$ cat config.mk
export PLATFORM = sky130hd
export DESIGN_NAME = mealy_share_arbiter
export DESIGN_NICKNAME = d
export VERILOG_FILES = /design/src/rtl/mealy_share_arbiter_pkg.sv /design/src/rtl/mealy_share_arbiter_rr_pick.sv /design/src/rtl/mealy_share_arbiter.sv
export SDC_FILE = /design/constraint.sdc
export NUM_CORES = 1
export LEC_CHECK = 0
export CORE_MARGIN = 1
export CORE_UTILIZATION = 57
export CTS_CLUSTER_DIAMETER = 60
export DETAILED_ROUTE_END_ITERATION = 7
export PLACE_DENSITY_LB_ADDON = 0.2
export REMOVE_ABC_BUFFERS = 1
export SYNTH_ARGS = -nofsm -noshare
export SYNTH_HDL_FRONTEND = slang
export SYNTH_SLANG_ARGS = --single-unit
$ cat constraint.sdc
create_clock -name clk -period 4.98 [get_ports clk]
set_input_delay 0.747 -clock clk [delete_from_list [all_inputs] [get_ports clk]]
set_output_delay 0.747 -clock clk [all_outputs]
set_load 0.01 [all_outputs]
$ cat src/rtl/mealy_share_arbiter_pkg.sv
// Shared definitions for the Mealy detector share arbiter.
// Holds the controller state encoding and the clog2 width helper used to size
// the requester index and the per-frame y1/y2 counters.
package mealy_share_arbiter_pkg;

  // Controller states, binary encoded.
  typedef logic [1:0] arb_state_t;

  localparam arb_state_t ST_IDLE   = 2'd0;  // waiting for any request
  localparam arb_state_t ST_CLEAR  = 2'd1;  // one-cycle detector clear, counters zeroed
  localparam arb_state_t ST_RUN    = 2'd2;  // FRAME_LEN serial bits into the detector
  localparam arb_state_t ST_REPORT = 2'd3;  // done pulse (or abort pulse), pointer advance

  // Width needed to hold values 0..value-1; never less than one bit so that
  // degenerate sizes still give a legal vector.
  function automatic int clog2(input int value);
    int w;
    w = 1;
    while ((1 << w) < value) begin
      w++;
    end
    return w;
  endfunction

endpackage

$ cat src/rtl/mealy_share_arbiter_rr_pick.sv
// rr_pick: circular first-set search over the request vector, starting at ptr.
// Latency: purely combinational. Backpressure: none, result valid whenever any_o=1.
// Ports: req_i (request vector), ptr_i (search start), any_o (some request set),
//        onehot_o (selected requester, one-hot), idx_o (selected requester, binary).
module rr_pick
  import mealy_share_arbiter_pkg::*;
#(
  parameter int NREQ = 4
) (
  input  logic [NREQ-1:0]        req_i,
  input  logic [clog2(NREQ)-1:0] ptr_i,
  output logic                   any_o,
  output logic [NREQ-1:0]        onehot_o,
  output logic [clog2(NREQ)-1:0] idx_o
);

  localparam int IW = clog2(NREQ);

  always_comb begin
    logic [IW-1:0] cand;
    cand     = '0;
    any_o    = 1'b0;
    onehot_o = '0;
    idx_o    = '0;
    // Walk ptr, ptr+1, ... wrapping at NREQ; the first hit wins, so at most
    // one bit of onehot_o can ever be set.
    for (int k = 0; k < NREQ; k++) begin
      cand = IW'((int'(ptr_i) + k) % NREQ);
      if (!any_o && req_i[cand]) begin
        any_o          = 1'b1;
        onehot_o[cand] = 1'b1;
        idx_o          = cand;
      end
    end
  end

endmodule

$ cat src/rtl/mealy_share_arbiter.sv
// Round-robin arbiter time-sharing one external Mealy detector among NREQ serial requesters.
// Latency: grant one cycle after req seen in IDLE, first bit one cycle later; frame = FRAME_LEN+3 cycles.
// Backpressure: requesters hold req until granted and advance bit_in the cycle after each bit_take.
//
// Ports:
//   clk, reset_n        clock, asynchronous active-low reset
//   req, bit_in         per-requester level request and serial data bit
//   bit_take, gnt       one-hot bit strobe (RUN only) and one-hot grant (grant..REPORT)
//   fsm_x, fsm_clear    serial bit and synchronous clear towards the shared detector
//   fsm_y1, fsm_y2      combinational Mealy outputs returned by the detector
//   done, done_id       frame-complete pulse and index of the finished requester
//   y1_cnt, y2_cnt      y1/y2 high-cycle counts of the last completed frame
//   abort               (MEALY_ARB_ABORT_EN only) frame dropped by its requester
//
// Build option MEALY_ARB_ABORT_EN: a granted requester that drops req during RUN
// terminates its frame; abort pulses instead of done and the reported results
// are left untouched. Without the macro a mid-frame req drop is ignored.
module mealy_share_arbiter
  import mealy_share_arbiter_pkg::*;
#(
  parameter int NREQ      = 4,
  parameter int FRAME_LEN = 8
) (
  input  logic                             clk,
  input  logic                             reset_n,
  input  logic [NREQ-1:0]                  req,
  input  logic [NREQ-1:0]                  bit_in,
  output logic [NREQ-1:0]                  bit_take,
  output logic [NREQ-1:0]                  gnt,
  output logic                             fsm_x,
  output logic                             fsm_clear,
  input  logic                             fsm_y1,
  input  logic                             fsm_y2,
  output logic                             done,
  output logic [clog2(NREQ)-1:0]           done_id,
  output logic [clog2(FRAME_LEN+1)-1:0]    y1_cnt,
  output logic [clog2(FRAME_LEN+1)-1:0]    y2_cnt
`ifdef MEALY_ARB_ABORT_EN
  ,
  output logic                             abort
`endif
);

  localparam int IW = clog2(NREQ);
  localparam int CW = clog2(FRAME_LEN + 1);

  arb_state_t      state_q,   state_d;
  logic [NREQ-1:0] gnt_q,     gnt_d;
  logic [IW-1:0]   gidx_q,    gidx_d;
  logic [IW-1:0]   rr_ptr_q,  rr_ptr_d;
  logic [CW-1:0]   bit_cnt_q, bit_cnt_d;
  logic [CW-1:0]   y1_acc_q,  y1_acc_d;
  logic [CW-1:0]   y2_acc_q,  y2_acc_d;
  logic [IW-1:0]   done_id_q, done_id_d;
  logic [CW-1:0]   y1_cnt_q,  y1_cnt_d;
  logic [CW-1:0]   y2_cnt_q,  y2_cnt_d;
  logic            abort_q,   abort_d;

  logic            pick_any;
  logic [NREQ-1:0] pick_onehot;
  logic [IW-1:0]   pick_idx;
  logic            last_bit;
  logic            req_dropped;

  rr_pick #(
    .NREQ (NREQ)
  ) u_rr_pick (
    .req_i    (req),
    .ptr_i    (rr_ptr_q),
    .any_o    (pick_any),
    .onehot_o (pick_onehot),
    .idx_o    (pick_idx)
  );

  assign last_bit = (bit_cnt_q == CW'(FRAME_LEN - 1));

`ifdef MEALY_ARB_ABORT_EN
  assign req_dropped = !req[gidx_q];
`else
  // Mid-frame request changes are ignored; the frame always runs to completion.
  assign req_dropped = 1'b0;
`endif

  always_comb begin
    state_d   = state_q;
    gnt_d     = gnt_q;
    gidx_d    = gidx_q;
    rr_ptr_d  = rr_ptr_q;
    bit_cnt_d = bit_cnt_q;
    y1_acc_d  = y1_acc_q;
    y2_acc_d  = y2_acc_q;
    done_id_d = done_id_q;
    y1_cnt_d  = y1_cnt_q;
    y2_cnt_d  = y2_cnt_q;
    abort_d   = abort_q;

    case (state_q)
      ST_IDLE: begin
        if (pick_any) begin
          gnt_d   = pick_onehot;
          gidx_d  = pick_idx;
          state_d = ST_CLEAR;
        end
      end

      ST_CLEAR: begin
        bit_cnt_d = '0;
        y1_acc_d  = '0;
        y2_acc_d  = '0;
        abort_d   = 1'b0;
        state_d   = ST_RUN;
      end

      ST_RUN: begin
        // The detector's outputs respond to this cycle's fsm_x, so they are
        // accumulated on the same edge that consumes the bit.
        y1_acc_d  = y1_acc_q + CW'(fsm_y1);
        y2_acc_d  = y2_acc_q + CW'(fsm_y2);
        bit_cnt_d = bit_cnt_q + CW'(1);
        if (req_dropped) begin
          // Abort takes priority even on the last bit: results stay as they were.
          abort_d = 1'b1;
          state_d = ST_REPORT;
        end else if (last_bit) begin
          // Reported results include the final bit's detector response.
          done_id_d = gidx_q;
          y1_cnt_d  = y1_acc_d;
          y2_cnt_d  = y2_acc_d;
          state_d   = ST_REPORT;
        end
      end

      ST_REPORT: begin
        gnt_d    = '0;
        rr_ptr_d = (gidx_q == IW'(NREQ - 1)) ? '0 : gidx_q + IW'(1);
        abort_d  = 1'b0;
        state_d  = ST_IDLE;
      end

      default: begin
        gnt_d   = '0;
        abort_d = 1'b0;
        state_d = ST_IDLE;
      end
    endcase
  end

  always_ff @(posedge clk or negedge reset_n) begin
    if (!reset_n) begin
      state_q   <= ST_IDLE;
      gnt_q     <= '0;
      gidx_q    <= '0;
      rr_ptr_q  <= '0;
      bit_cnt_q <= '0;
      y1_acc_q  <= '0;
      y2_acc_q  <= '0;
      done_id_q <= '0;
      y1_cnt_q  <= '0;
      y2_cnt_q  <= '0;
      abort_q   <= 1'b0;
    end else begin
      state_q   <= state_d;
      gnt_q     <= gnt_d;
      gidx_q    <= gidx_d;
      rr_ptr_q  <= rr_ptr_d;
      bit_cnt_q <= bit_cnt_d;
      y1_acc_q  <= y1_acc_d;
      y2_acc_q  <= y2_acc_d;
      done_id_q <= done_id_d;
      y1_cnt_q  <= y1_cnt_d;
      y2_cnt_q  <= y2_cnt_d;
      abort_q   <= abort_d;
    end
  end

  // Datapath outputs are gated by state so they are quiet outside RUN and
  // drop in the same cycle an asynchronous reset hits.
  assign gnt       = gnt_q;
  assign bit_take  = (state_q == ST_RUN) ? gnt_q : '0;
  assign fsm_x     = (state_q == ST_RUN) && bit_in[gidx_q];
  // The detector is held clear for the whole time system reset is asserted.
  assign fsm_clear = !reset_n || (state_q == ST_CLEAR);
  assign done      = (state_q == ST_REPORT) && !abort_q;
  assign done_id   = done_id_q;
  assign y1_cnt    = y1_cnt_q;
  assign y2_cnt    = y2_cnt_q;

`ifdef MEALY_ARB_ABORT_EN
  assign abort = (state_q == ST_REPORT) && abort_q;
`endif

endmodule

# Yosys cells after proc, flatten, opt, wreduce, memory -nomap -nowiden
# Index checks and enable logic that the tools add are counted.
[op_classes] n_eq_ne=7 n_addsub=7 order_cmp=9 n_bitwise=3 reduce_logical=20 n_mux=40
[op_table] op="4-bit one-hot mux with 2 select lines" count=4
[op_table] op="4-bit two-way mux" count=6
[op_table] op="2-bit by 3-bit less-than comparator with 1-bit output (second input constant)" count=5
[op_table] op="2-bit two-way mux" count=7
[op_table] op="1-bit two-way mux" count=13
[op_table] op="4-bit bitwise OR" count=3
[op_table] op="1-bit binary-select mux with 2-bit select" count=5
[op_table] op="4-bit by 1-bit adder with 4-bit output" count=2
[op_table] op="1-bit demux with 2-bit select" count=4
[op_table] op="2-bit by 1-bit >= comparator with 1-bit output (second input constant)" count=4
[op_table] op="1-bit logical AND" count=8
[op_table] op="2-bit one-hot mux with 4 select lines" count=1
[op_table] op="2-bit AND reduction" count=4
[op_table] op="2-bit equality test (second input constant)" count=3
[op_table] op="2-bit by 1-bit adder with 2-bit output (second input constant)" count=2
[op_table] op="2-bit adder (second input constant)" count=2
[op_table] op="4-bit by 1-bit adder with 4-bit output (second input constant)" count=1
[op_table] op="4-bit by 3-bit equality test with 1-bit output (second input constant)" count=1
[op_table] op="1-bit zero test" count=4
[op_table] op="2-bit != test (second input constant)" count=2
[op_table] op="2-bit nonzero test" count=2
[op_table] op="2-bit by 1-bit equality test with 1-bit output (second input constant)" count=1
[op_table] op="2-bit zero test" count=1
[op_table] op="1-bit logical OR" count=1
[totals] output_inout_bits=21 reg_bits=32 word_cells=96

# Longest topological paths before layout
[logic_depth] word_depth=14 mapped_depth=8

# Hierarchy
# Synthesis repeated with hierarchy kept, for this count alone.
[hier_totals] hier_cells=190 hier_area_um2=2024.4
[modules_own_cells] mod="mealy_share_arbiter" area_per_inst_um2=1605.3 cells_per_inst=145 seq_area_each_um2=800.8 n_inst=1
[modules_own_cells] mod="rr_pick" area_per_inst_um2=419.2 cells_per_inst=45 seq_area_each_um2=0.0 n_inst=1

# Worst setup path after synthesis
# OpenSTA, ideal clock, no wires.
[synth_path] path_kind="register -> register" from="register rr_ptr_q[0]" to="register state_q[1]" stages_incl_launch_ff=9 t_required_ps=4855 slack_ps=2495 setup_ps=125 path_buffers=1 arrival_time_ps=2360 path_cell_list="dfrtp_1 buf_6 inv_1 ha_1 mux4_2 nor3_4 and3b_1 a21oi_2 mux2_4"
[synth_via] elab_chain_cells=14 word_cells_on_any_way=23 classes_between="add/sub: 3; eq/ne: 1; mux: 12; reduce/logical: 7"
[synth_rtl] item="from (decl)" line_no="mealy_share_arbiter.sv:50" text="logic [IW-1:0] rr_ptr_q, rr_ptr_d;"
[synth_rtl] item="from (signal assigned)" line_no="mealy_share_arbiter.sv:165" text="rr_ptr_q <= rr_ptr_d;"
[synth_rtl] item="branches (longest 11 deep; another with 2-bit by 1-bit adder with 2-bit output)"
[synth_rtl] item="1-bit two-way mux *" line_no="mealy_share_arbiter_rr_pick.sv:29" text="if (!any_o && req_i[cand]) begin"
[synth_rtl] item="2-bit != test (no line) *"
[synth_rtl] item="2-bit AND reduction (no line) *"
[synth_rtl] item="to (signal assigned)" line_no="mealy_share_arbiter.sv:162" text="state_q <= state_d;"
[synth_rtl] item="to (decl)" line_no="mealy_share_arbiter.sv:47" text="arb_state_t state_q, state_d;"
# Every way passes the cells marked *. The select of a mux whose other input is x is not followed.
# A chain may end at the register's enable or synchronous reset.

# Worst setup path in the final report
[layout_path] from="input port bit_in[3]" to="output port fsm_x"
[layout_via] elab_chain_cells=3
[layout_rtl] item="from (decl)" line_no="mealy_share_arbiter.sv:27" text="input logic [NREQ-1:0] bit_in,"
[layout_rtl] item="1-bit binary-select mux with 2-bit select" line_no="mealy_share_arbiter.sv:180" text="assign fsm_x = (state_q == ST_RUN) && bit_in[gidx_q];"
[layout_rtl] item="1-bit two-way mux (implied by the code)" line_no="mealy_share_arbiter.sv:180"
[layout_rtl] item="1-bit logical AND" line_no="mealy_share_arbiter.sv:180"
[layout_rtl] item="to (decl)" line_no="mealy_share_arbiter.sv:30" text="output logic fsm_x,"
# No other way between the ends. The select of a mux whose other input is x is not followed.

==> reports/qor.txt <==
detailed-route vias per instance -> 5.923
IO Port Bufs -> 32
Post-CTS Resized -> 0
status -> complete, no violations
share of post-route cells with drive strength above 1 -> 11.06%
Final TNS setup -> 0 ns
Worst EP arrival -> 2.25 ns
1st-iter DRT viols -> 87
Req. time, crit path -> 4.23 ns
Final Instance Area -> 2415 µm²
switching share of power -> 41.71%
die area -> 3733 µm²
hold_buf cts -> 0
setup violators final -> 0
Overall Power -> 1.273 mW
clock sink count -> 32
pin count of the biggest net entering global routing -> 34
initial antenna violation count -> 0
vias after detailed routing -> 1611
Syn. warnings -> 0
Clk pwr share -> 15.4%
reg2reg end -> state_q[1]$_DFFE_PN0P_
Slew @ Worst Pin -> 0.6948 ns
total setup buffers inserted after CTS -> 0
Int Pwr -> 0.7420 mW
Max-slew headroom -> 53.68%
Synth Area per Inst -> 10.37 µm²
synthesis-to-finish area growth -> 21.31%
unrepaired setup endpoints after global routing -> false
Achievable Freq -> 0.3333 GHz
GP Congestion -> 0.8305
Max clock buf depth -> 2
Hold Slack -> 0.4933 ns
most common cell in the netlist -> dfrtp_1
WL/cell -> 14.78 µm
Crit Path Class -> in -> out
floorplan row count -> 21
first-pass iteration count of the detailed router -> 4
Cell Area, Synth -> 1991 µm²
worst-skew pair later-pin latency -> 0.34 ns
fin crit share -> 60.25%
Max Slew Vio Count -> 0
GRT Total Usage -> 23.26%
vias in the first global route -> 1392
Detail Route Antenna Nets -> 0
CTS tree -> yes
sequential area share after synthesis -> 40.23%
PD cells -> 527.1 nW/µm²
CP max FO -> 1
Mapped Cells -> 192
launch point of the worst reg-to-reg path -> rr_ptr_q[0]$_DFFE_PN0P_
global-route wire length before repair -> 6.189 mm
core region area -> 3337 µm²
Setup crit end -> fsm_x
die width -> 61.10 µm
Sw Pwr -> 0.5310 mW
asr flop ratio synth -> 100.0%
hold crit path type -> reg -> reg
flop2flop setup slack -> 2.02 ns
Post-synth top cells -> dfrtp_1, o21ai_0, ha_1, inv_1, nand3_1
dpl cell area -> 2338 µm²
Comb power frac -> 53.4%
clock slew at reported path FFs -> 0.09 ns
fin nets -> 255
EDFF count, synth -> 0
DRC Markers -> 0
TritonCTS buffer count -> 5
H-tree depth -> 2
Worst setup SP type -> input pin
CTS root buffer -> clkbuf_4
Max-cap violations -> 0
GRT overflow -> 0
Final Hold Viols -> 0
Reg power frac -> 31.2%
leakage power -> 1.044 nW
fin crit period -> 3.000 ns
synthesized flop and latch total -> 32
Ant. Diodes -> 0
reg2reg path depth -> 7
Synth cell types -> 36
peak supply drop -> 315.9 µV
Yosys top cell by area -> dfrtp_1
Top FF cell, synth -> dfrtp_1
top cell type's share of synthesized area -> 40.23%
post-DP HPWL -> 2.999 mm
final WL -> 4.019 mm
Synth area leaders -> dfrtp_1, ha_1, mux4_2
Setup Skew -> 0.007119 ns
CP endpoint kind -> output pin
Initial Util -> 59.66%
die height -> 61.10 µm
I/O pins -> 33
Worst Setup SP -> bit_in[3]
Final Core Density -> 72.37%
[placed cells by master, fill, tap and decap left out, types with 3 or more instances in the layout]
| cell | synthesis | layout |
|---|---|---|
| a21oi_1 | 7 | 7 |
| a221o_1 | 4 | 4 |
| a22oi_1 | 5 | 5 |
| and2_1 | 6 | 6 |
| clkbuf_4 | 0 | 5 |
| clkdlybuf4s50_1 | 0 | 32 |
| dfrtp_1 | 32 | 32 |
| ha_1 | 18 | 18 |
| inv_1 | 18 | 18 |
| mux2_2 | 7 | 7 |
| mux4_2 | 5 | 5 |
| nand2_1 | 10 | 10 |
| nand2b_1 | 7 | 7 |
| nand3_1 | 13 | 13 |
| nor3b_1 | 3 | 3 |
| o21ai_0 | 21 | 21 |
| o22ai_1 | 4 | 4 |
| o2bb2ai_1 | 4 | 4 |
| xnor2_1 | 4 | 4 |
[worst max-delay path: stages]
cell             delay [ns]
clkdlybuf4s50_1        0.41
mux4_2                 0.46
and2_1                 0.17
clkdlybuf4s50_1        0.47
[registers in the layout (all words and copies together), names as in the netlist]
signal and flops:
state_q 2, rr_ptr_q 2, done_id 2, bit_cnt_q 4
gidx_q 2, y1_acc_q 4, y2_cnt 4, y2_acc_q 4
gnt 4, y1_cnt 4
[routing by layer]
| metal | global-route usage [%] | vias up | part of all wire, % |
|---|---|---|---|
| met1 | 26.60 | 804 | 41 |
| met3 | 6.513 | 6 | 3.5 |
| met4 | 9.416 | 0 | 1.3 |
| met2 | 40.99 | 34 | 54 |
| met5 | 0 | - | 0 |
| li1 | - | 767 | - |
[power by group through the flow]
| stage | Clock, mW | Combinational, mW | Sequential, mW |
|---|---|---|---|
| final | 0.196 | 0.680 | 0.397 |
| after global routing | 0.211 | 0.745 | 0.408 |
| after CTS | 0.199 | 0.677 | 0.396 |
| after detailed placement | 0 | 0.675 | 0.401 |
| after global placement | 0 | 0.640 | 0.394 |
| after floorplan | 0 | 0.480 | 0.389 |
[logic make-up after synthesis]
| family | after synthesis | synth area share, % |
|---|---|---|
| adders and majority gates | 18 | 11.31 |
| DFF | 32 | 40.23 |
| buffers and inverters | 25 | 5.280 |
| muxes | 14 | 10.87 |
| xor gates and xnor gates | 4 | 1.760 |
| and+or+nand+nor | 47 | 13.45 |
| AOI/OAI and AO/OA | 52 | 17.10 |
[worst min path at each step]
stage / to / slack, ns / startpoint / cells past startpoint
4_1_cts: y2_cnt[3]$_DFFE_PN0P_ / 0.50 / y2_cnt[3]$_DFFE_PN0P_ / 2
3_5_place_dp: y2_cnt[3]$_DFFE_PN0P_ / 0.48 / y2_cnt[3]$_DFFE_PN0P_ / 2
6_report: y1_cnt[3]$_DFFE_PN0P_ / 0.49 / y1_cnt[3]$_DFFE_PN0P_ / 2
5_1_grt: y2_cnt[3]$_DFFE_PN0P_ / 0.51 / y2_cnt[3]$_DFFE_PN0P_ / 2
3_3_place_gp: y2_cnt[3]$_DFFE_PN0P_ / 0.46 / y2_cnt[3]$_DFFE_PN0P_ / 2
2_1_floorplan: bit_cnt_q[0]$_DFFE_PN0P_ / 0.45 / reset_n / 0
[final cells by class]
cell class | instances | area, µm²
Sequential cell | 32 | 800.8
Timing Repair Buffer | 33 | 327.8
Multi-Input combinational cell | 135 | 1085
Inverter | 18 | 67.56
Fill cell | 267 | 922.1
Clock inverter | 2 | 35.03
Clock buffer | 6 | 41.29
Tap cell | 46 | 57.56
[per-stage QoR]
step / setup WS, ns / std cells
6_report: 1.980 / 272
3_5_place_dp: 1.973 / 264
5_1_grt: 1.789 / 272
3_3_place_gp: 1.989 / 264
4_1_cts: 1.973 / 272
2_1_floorplan: 2.358 / 185
(Power assumes the default switching activity.)
